--- src/rtl/regfile_wb_arbiter.sv ---
// Round-robin arbiter sharing the regfile write port among N_REQ writeback sources.
// One grant per cycle; the granted write reaches the regfile one cycle later.
module regfile_wb_pend_lane #(
  parameter int REGFILE_WIDTH = 5
) (
  input  logic                     valid_i,
  input  logic [REGFILE_WIDTH-1:0] addr_i,
  output logic [31:0]              mask_o
);
  // Bit 0 never set: x0 writes are architecturally dropped.
  always_comb begin
    mask_o = '0;
    for (int k = 1; k < 32; k++)
      if (valid_i && addr_i == REGFILE_WIDTH'(k)) mask_o[k] = 1'b1;
  end
endmodule

module regfile_wb_arbiter #(
  parameter int N_REQ         = 3,
  parameter int REGFILE_WIDTH = 5,
  parameter int DATA_W        = 64
) (
  input  logic                            clk_i,
  input  logic                            rst_i,
  input  logic [N_REQ-1:0]                req_valid_i,
  input  logic [N_REQ*REGFILE_WIDTH-1:0]  req_addr_i,
  input  logic [N_REQ*DATA_W-1:0]         req_data_i,
  output logic [N_REQ-1:0]                req_ready_o,
  input  logic                            stall_i,
  output logic                            wr_en_o,
  output logic [REGFILE_WIDTH-1:0]        wr_addr_o,
  output logic [DATA_W-1:0]               wr_data_o,
  output logic [31:0]                     pend_mask_o
);
  localparam int IDX_W = $clog2(N_REQ);

  logic [IDX_W-1:0]         rr_q, rr_d, g;
  logic                     grant;
  int                       idx_c;
  logic                     wr_en_q, wr_en_d;
  logic [REGFILE_WIDTH-1:0] wr_addr_q, wr_addr_d, g_addr;
  logic [DATA_W-1:0]        wr_data_q, wr_data_d, g_data;
  logic [N_REQ:0][31:0]     lane_mask;

  always_comb begin
    grant = 1'b0;
    g     = '0;
    idx_c = 0;
    for (int k = 0; k < N_REQ; k++) begin
      idx_c = int'(rr_q) + k;
      if (idx_c >= N_REQ) idx_c = idx_c - N_REQ;
      if (!grant && req_valid_i[idx_c] && !stall_i && !rst_i) begin
        grant = 1'b1;
        g     = IDX_W'(idx_c);
      end
    end
    req_ready_o = grant ? (N_REQ'(1) << g) : '0;
    g_addr      = req_addr_i[int'(g)*REGFILE_WIDTH +: REGFILE_WIDTH];
    g_data      = req_data_i[int'(g)*DATA_W +: DATA_W];
  end

  always_comb begin
    rr_d      = rr_q;
    wr_en_d   = 1'b0;
    wr_addr_d = wr_addr_q;
    wr_data_d = wr_data_q;
    if (grant) begin
      rr_d      = (g == IDX_W'(N_REQ-1)) ? '0 : g + 1'b1;
      wr_en_d   = (g_addr != '0);
      wr_addr_d = g_addr;
      wr_data_d = g_data;
    end
  end

  always_ff @(posedge clk_i) begin
    if (rst_i) begin
      rr_q      <= '0;
      wr_en_q   <= 1'b0;
      wr_addr_q <= '0;
      wr_data_q <= '0;
    end else begin
      rr_q      <= rr_d;
      wr_en_q   <= wr_en_d;
      wr_addr_q <= wr_addr_d;
      wr_data_q <= wr_data_d;
    end
  end

  assign wr_en_o   = wr_en_q;
  assign wr_addr_o = wr_addr_q;
  assign wr_data_o = wr_data_q;

  // Lanes 0..N_REQ-1 track waiting requests; the extra lane tracks the in-flight write.
  for (genvar i = 0; i < N_REQ; i++) begin : g_lane
    regfile_wb_pend_lane #(.REGFILE_WIDTH(REGFILE_WIDTH)) u_lane (
      .valid_i (req_valid_i[i]),
      .addr_i  (req_addr_i[i*REGFILE_WIDTH +: REGFILE_WIDTH]),
      .mask_o  (lane_mask[i])
    );
  end

  regfile_wb_pend_lane #(.REGFILE_WIDTH(REGFILE_WIDTH)) u_wr_lane (
    .valid_i (wr_en_q),
    .addr_i  (wr_addr_q),
    .mask_o  (lane_mask[N_REQ])
  );

  always_comb begin
    pend_mask_o = '0;
    for (int i = 0; i <= N_REQ; i++) pend_mask_o = pend_mask_o | lane_mask[i];
  end
endmodule

--- config.mk ---
export PLATFORM = sky130hd
export DESIGN_NAME = regfile_wb_arbiter
export DESIGN_NICKNAME = d
export VERILOG_FILES = /design/src/rtl/regfile_wb_arbiter.sv
export SDC_FILE = /design/constraint.sdc
export NUM_CORES = 1
export LEC_CHECK = 0
export ABC_CLOCK_PERIOD_IN_PS = 3400
export CORE_AREA = 2 2 124 126
export DETAILED_ROUTE_END_ITERATION = 10
export DIE_AREA = 0 0 126 128
export PLACE_DENSITY = 0.74
export SYNTH_ARGS = -nofsm -noshare
export SYNTH_HDL_FRONTEND = slang
export SYNTH_SLANG_ARGS = --single-unit
--- constraint.sdc ---
create_clock -name clk_i -period 3.4 [get_ports clk_i]
set_input_delay 0.68 -clock clk_i [delete_from_list [all_inputs] [get_ports clk_i]]
set_output_delay 0.68 -clock clk_i [all_outputs]
set_load 0.03 [all_outputs]
==> impl_metrics.env <==
export IMPL_ys_seq_area_frac=0.310
export IMPL_die_x_um=126
export IMPL_grt_ovfl_total=0
export IMPL_tightest_slew_ns=0.566
export IMPL_status="finished, final reports clean"
export IMPL_synthToLayoutAreaGrowth_pct=81.3
export IMPL_finalPower_uw=2940
export IMPL_grt_max_degree=74
export IMPL_end_kind="output pin"
export IMPL_htreeDepth=3
export IMPL_ir_worst_vdd_mv=0.241
export IMPL_fin_setup_tns_ns=0
export IMPL_hp_class="reg2reg"
export IMPL_clock_latency_ns=0.34
export IMPL_post_drt_wl_per_cell_um=19.8
export IMPL_fin_nets=1118
export IMPL_crit_start="req_addr_i[3]"
export IMPL_crit_type="in2out"
export IMPL_avgViaCountPerCell=5.72
export IMPL_finalMaxSlewViolations=0
export IMPL_die_y_um=128
export IMPL_cp_arrival_ns=2.68
export IMPL_cts_made_buffers=9
export IMPL_syn_area_per_cell_sq_um=7.79
export IMPL_cts_hold_fix_buffers=0
export IMPL_clockRootBuffer="clkbuf_16"
export IMPL_synth_area_sq_um=4640
export IMPL_cts_sinks=72
export IMPL_io_pins=318
export IMPL_fin_crit_ns=3.36
export IMPL_grt_setup_unrepaired="false"
export IMPL_die_area_sq_um=16100
export IMPL_reg2reg_slack_ns=0.53
export IMPL_gp_congestion=0.947
export IMPL_synth_flop_cell="dfxtp_1"
export IMPL_netlist_cell_type_count=54
export IMPL_ys_ff_latch=72
export IMPL_synth_edf_count=0
export IMPL_mostFrequentLayoutCell="clkdlybuf4s50_1"
export IMPL_wl_um=21700
export IMPL_rows=45
export IMPL_start_util=0.312
export IMPL_setup_viol=0
export IMPL_firstDrtPassIters=8
export IMPL_worstRegToRegCells=9
export IMPL_min_from="wr_data_o[5]"
export IMPL_nFillCells=1430
export IMPL_grt_pass1_vias=5819
export IMPL_power_density_nw_per_um2=349
export IMPL_portBuffers=316
export IMPL_dp_hpwl_um=16100
export IMPL_seqCellArea_sq_um=1440
export IMPL_holdPathEnd="wr_data_o[5]"
export IMPL_relSlewSlack=0.620
export IMPL_reg2reg_from="rr_q[0]"
export IMPL_start_kind="primary input"
export IMPL_crit_required_ns=2.72
export IMPL_timing_rr_end="wr_en_o"
export IMPL_clock_fmax_ghz=0.298
export IMPL_clock_skew_ns=0.0109
export IMPL_coreArea_sq_um=14900
export IMPL_antenna_cells=0
export IMPL_finalHoldViolCount=0
export IMPL_cts_tree="done"
export IMPL_num_vias=6265
export IMPL_min_path_cells=2
export IMPL_yosysWarnings=0
export IMPL_critPathMaxFanout=11
export IMPL_min_period_over_period=0.988
export IMPL_postCtsSetupBuffers=0
export IMPL_ant_nets=0
export IMPL_clk_pin_slew_ns=0.06
export IMPL_ys_async_sr_fraction=0
export IMPL_grt_usage=0.248
export IMPL_grt_pass1_wl_um=32100
export IMPL_max_cap_viol_count=0
export IMPL_multi_input_area_sq_um=2940
export IMPL_final_cell_mix="284 x clkdlybuf4s50_1, 72 x dfxtp_1, 65 x nor2_1"
export IMPL_drive_gt1_frac=0.111
export IMPL_leakage_uw=0.00306
export IMPL_synth_fp_nets=812
export IMPL_antenna_found_initial=0
export IMPL_clockBufferDepth=2
export IMPL_route_detailed_drc=0
export IMPL_syn_inst=596
export IMPL_drt_iter0_markers=599
[report_power, final]
part / switching, uW / total (uW) / internal (uW)
sequential: 49.2 / 969 / 919
clock: 383 / 876 / 493
combinational: 555 / 1090 / 538
[critical path: stages]
cell and delay, ns:
clkdlybuf4s50_1 0.72, nand2_1 0.12, o32a_1 0.35, o221ai_1 0.09, clkdlybuf4s50_1 0.71
[registers in the layout, indices dropped and copies added (netlist names)]
name,cells
wr_en_o,1
rr_q,2
wr_data_o,64
wr_addr_o,5
[logic make-up (layout without fill, tap and decap cells)]
| family | after synthesis | after routing | share of synthesized area |
|---|---|---|---|
| other cells | 1 | 1 | 0.000808 |
| mux | 4 | 4 | 0.00889 |
| flops | 72 | 72 | 0.310 |
| compound gates | 220 | 220 | 0.371 |
| buf+inv | 69 | 380 | 0.0652 |
| simple gates | 227 | 227 | 0.236 |
| fa+ha+maj | 3 | 3 | 0.00808 |
[layer usage]
layer,GRT usage,vias up,share of wire
met2,0.392,349,0.46
met1,0.322,2934,0.41
met4,0.0886,0,0.023
li1,-,2949,-
met5,0,-,0
met3,0.0760,33,0.10
[how the worst max path moves through the flow]
| stage | to | slack [ns] |
|---|---|---|
| 3_5_place_dp | pend_mask_o[31] | 0.08 |
| 4_1_cts | pend_mask_o[31] | 0.08 |
| 5_1_grt | req_ready_o[0] | 0.007 |
| 2_1_floorplan | req_ready_o[0] | 0.38 |
| 6_report | pend_mask_o[31] | 0.04 |
| 3_3_place_gp | pend_mask_o[31] | 0.09 |
[through the flow]
step                 util  cells  cell area, sq um  setup WS (ns)  hold slack (ns)
floorplan               -    596              4640          0.376            0.470
global placement    0.545   1078              8110         0.0893            0.485
detailed placement  0.545   1078              8110         0.0804            0.490
CTS                 0.564   1094              8380         0.0763            0.498
global route        0.566   1095              8420        0.00726            0.509
finish              0.566   1095              8420         0.0391            0.497
[cell usage after synthesis, drive strengths merged (2+ instances only)]
library cell	instances	area [sq um]
a211oi	38	285
a221oi	42	368
and2	9	56.3
a221o	2	20.0
o2bb2a	2	20.0
inv	6	22.5
nor2	66	248
or3	2	12.5
or2	3	18.8
a22oi	8	60.1
nand2	59	221
nand3b	3	22.5
nor3	3	20.0
nand4	3	18.8
a222oi	28	280
nor3b	11	82.6
o22ai	3	18.8
ha	3	37.5
o211ai	5	37.5
nor2b	14	87.6
a21oi	43	219
buf	26	141
o221ai	24	210
a32oi	3	26.3
a2bb2oi	2	17.5
o21ai	9	45.0
dfxtp	72	1440
clkbuf	37	139
nand2b	14	87.6
mux2i	3	30.0
nand3	36	180
[cell type report]
class,instances,area share
inverters,6,0.00267
clock buffers,9,0.0267
well taps,188,0.0279
flip-flops and latches,72,0.171
clock inverters,7,0.00535
multi-input cells,455,0.349
repair buffers,358,0.417
[what timing repair did]
item / 4_1_cts / 5_1_grt
hold endpoints to repair: 0 / 0
gates resized for setup: 0 / 4
setup endpoints to repair: 0 / 3
(Power assumes the default switching activity.)
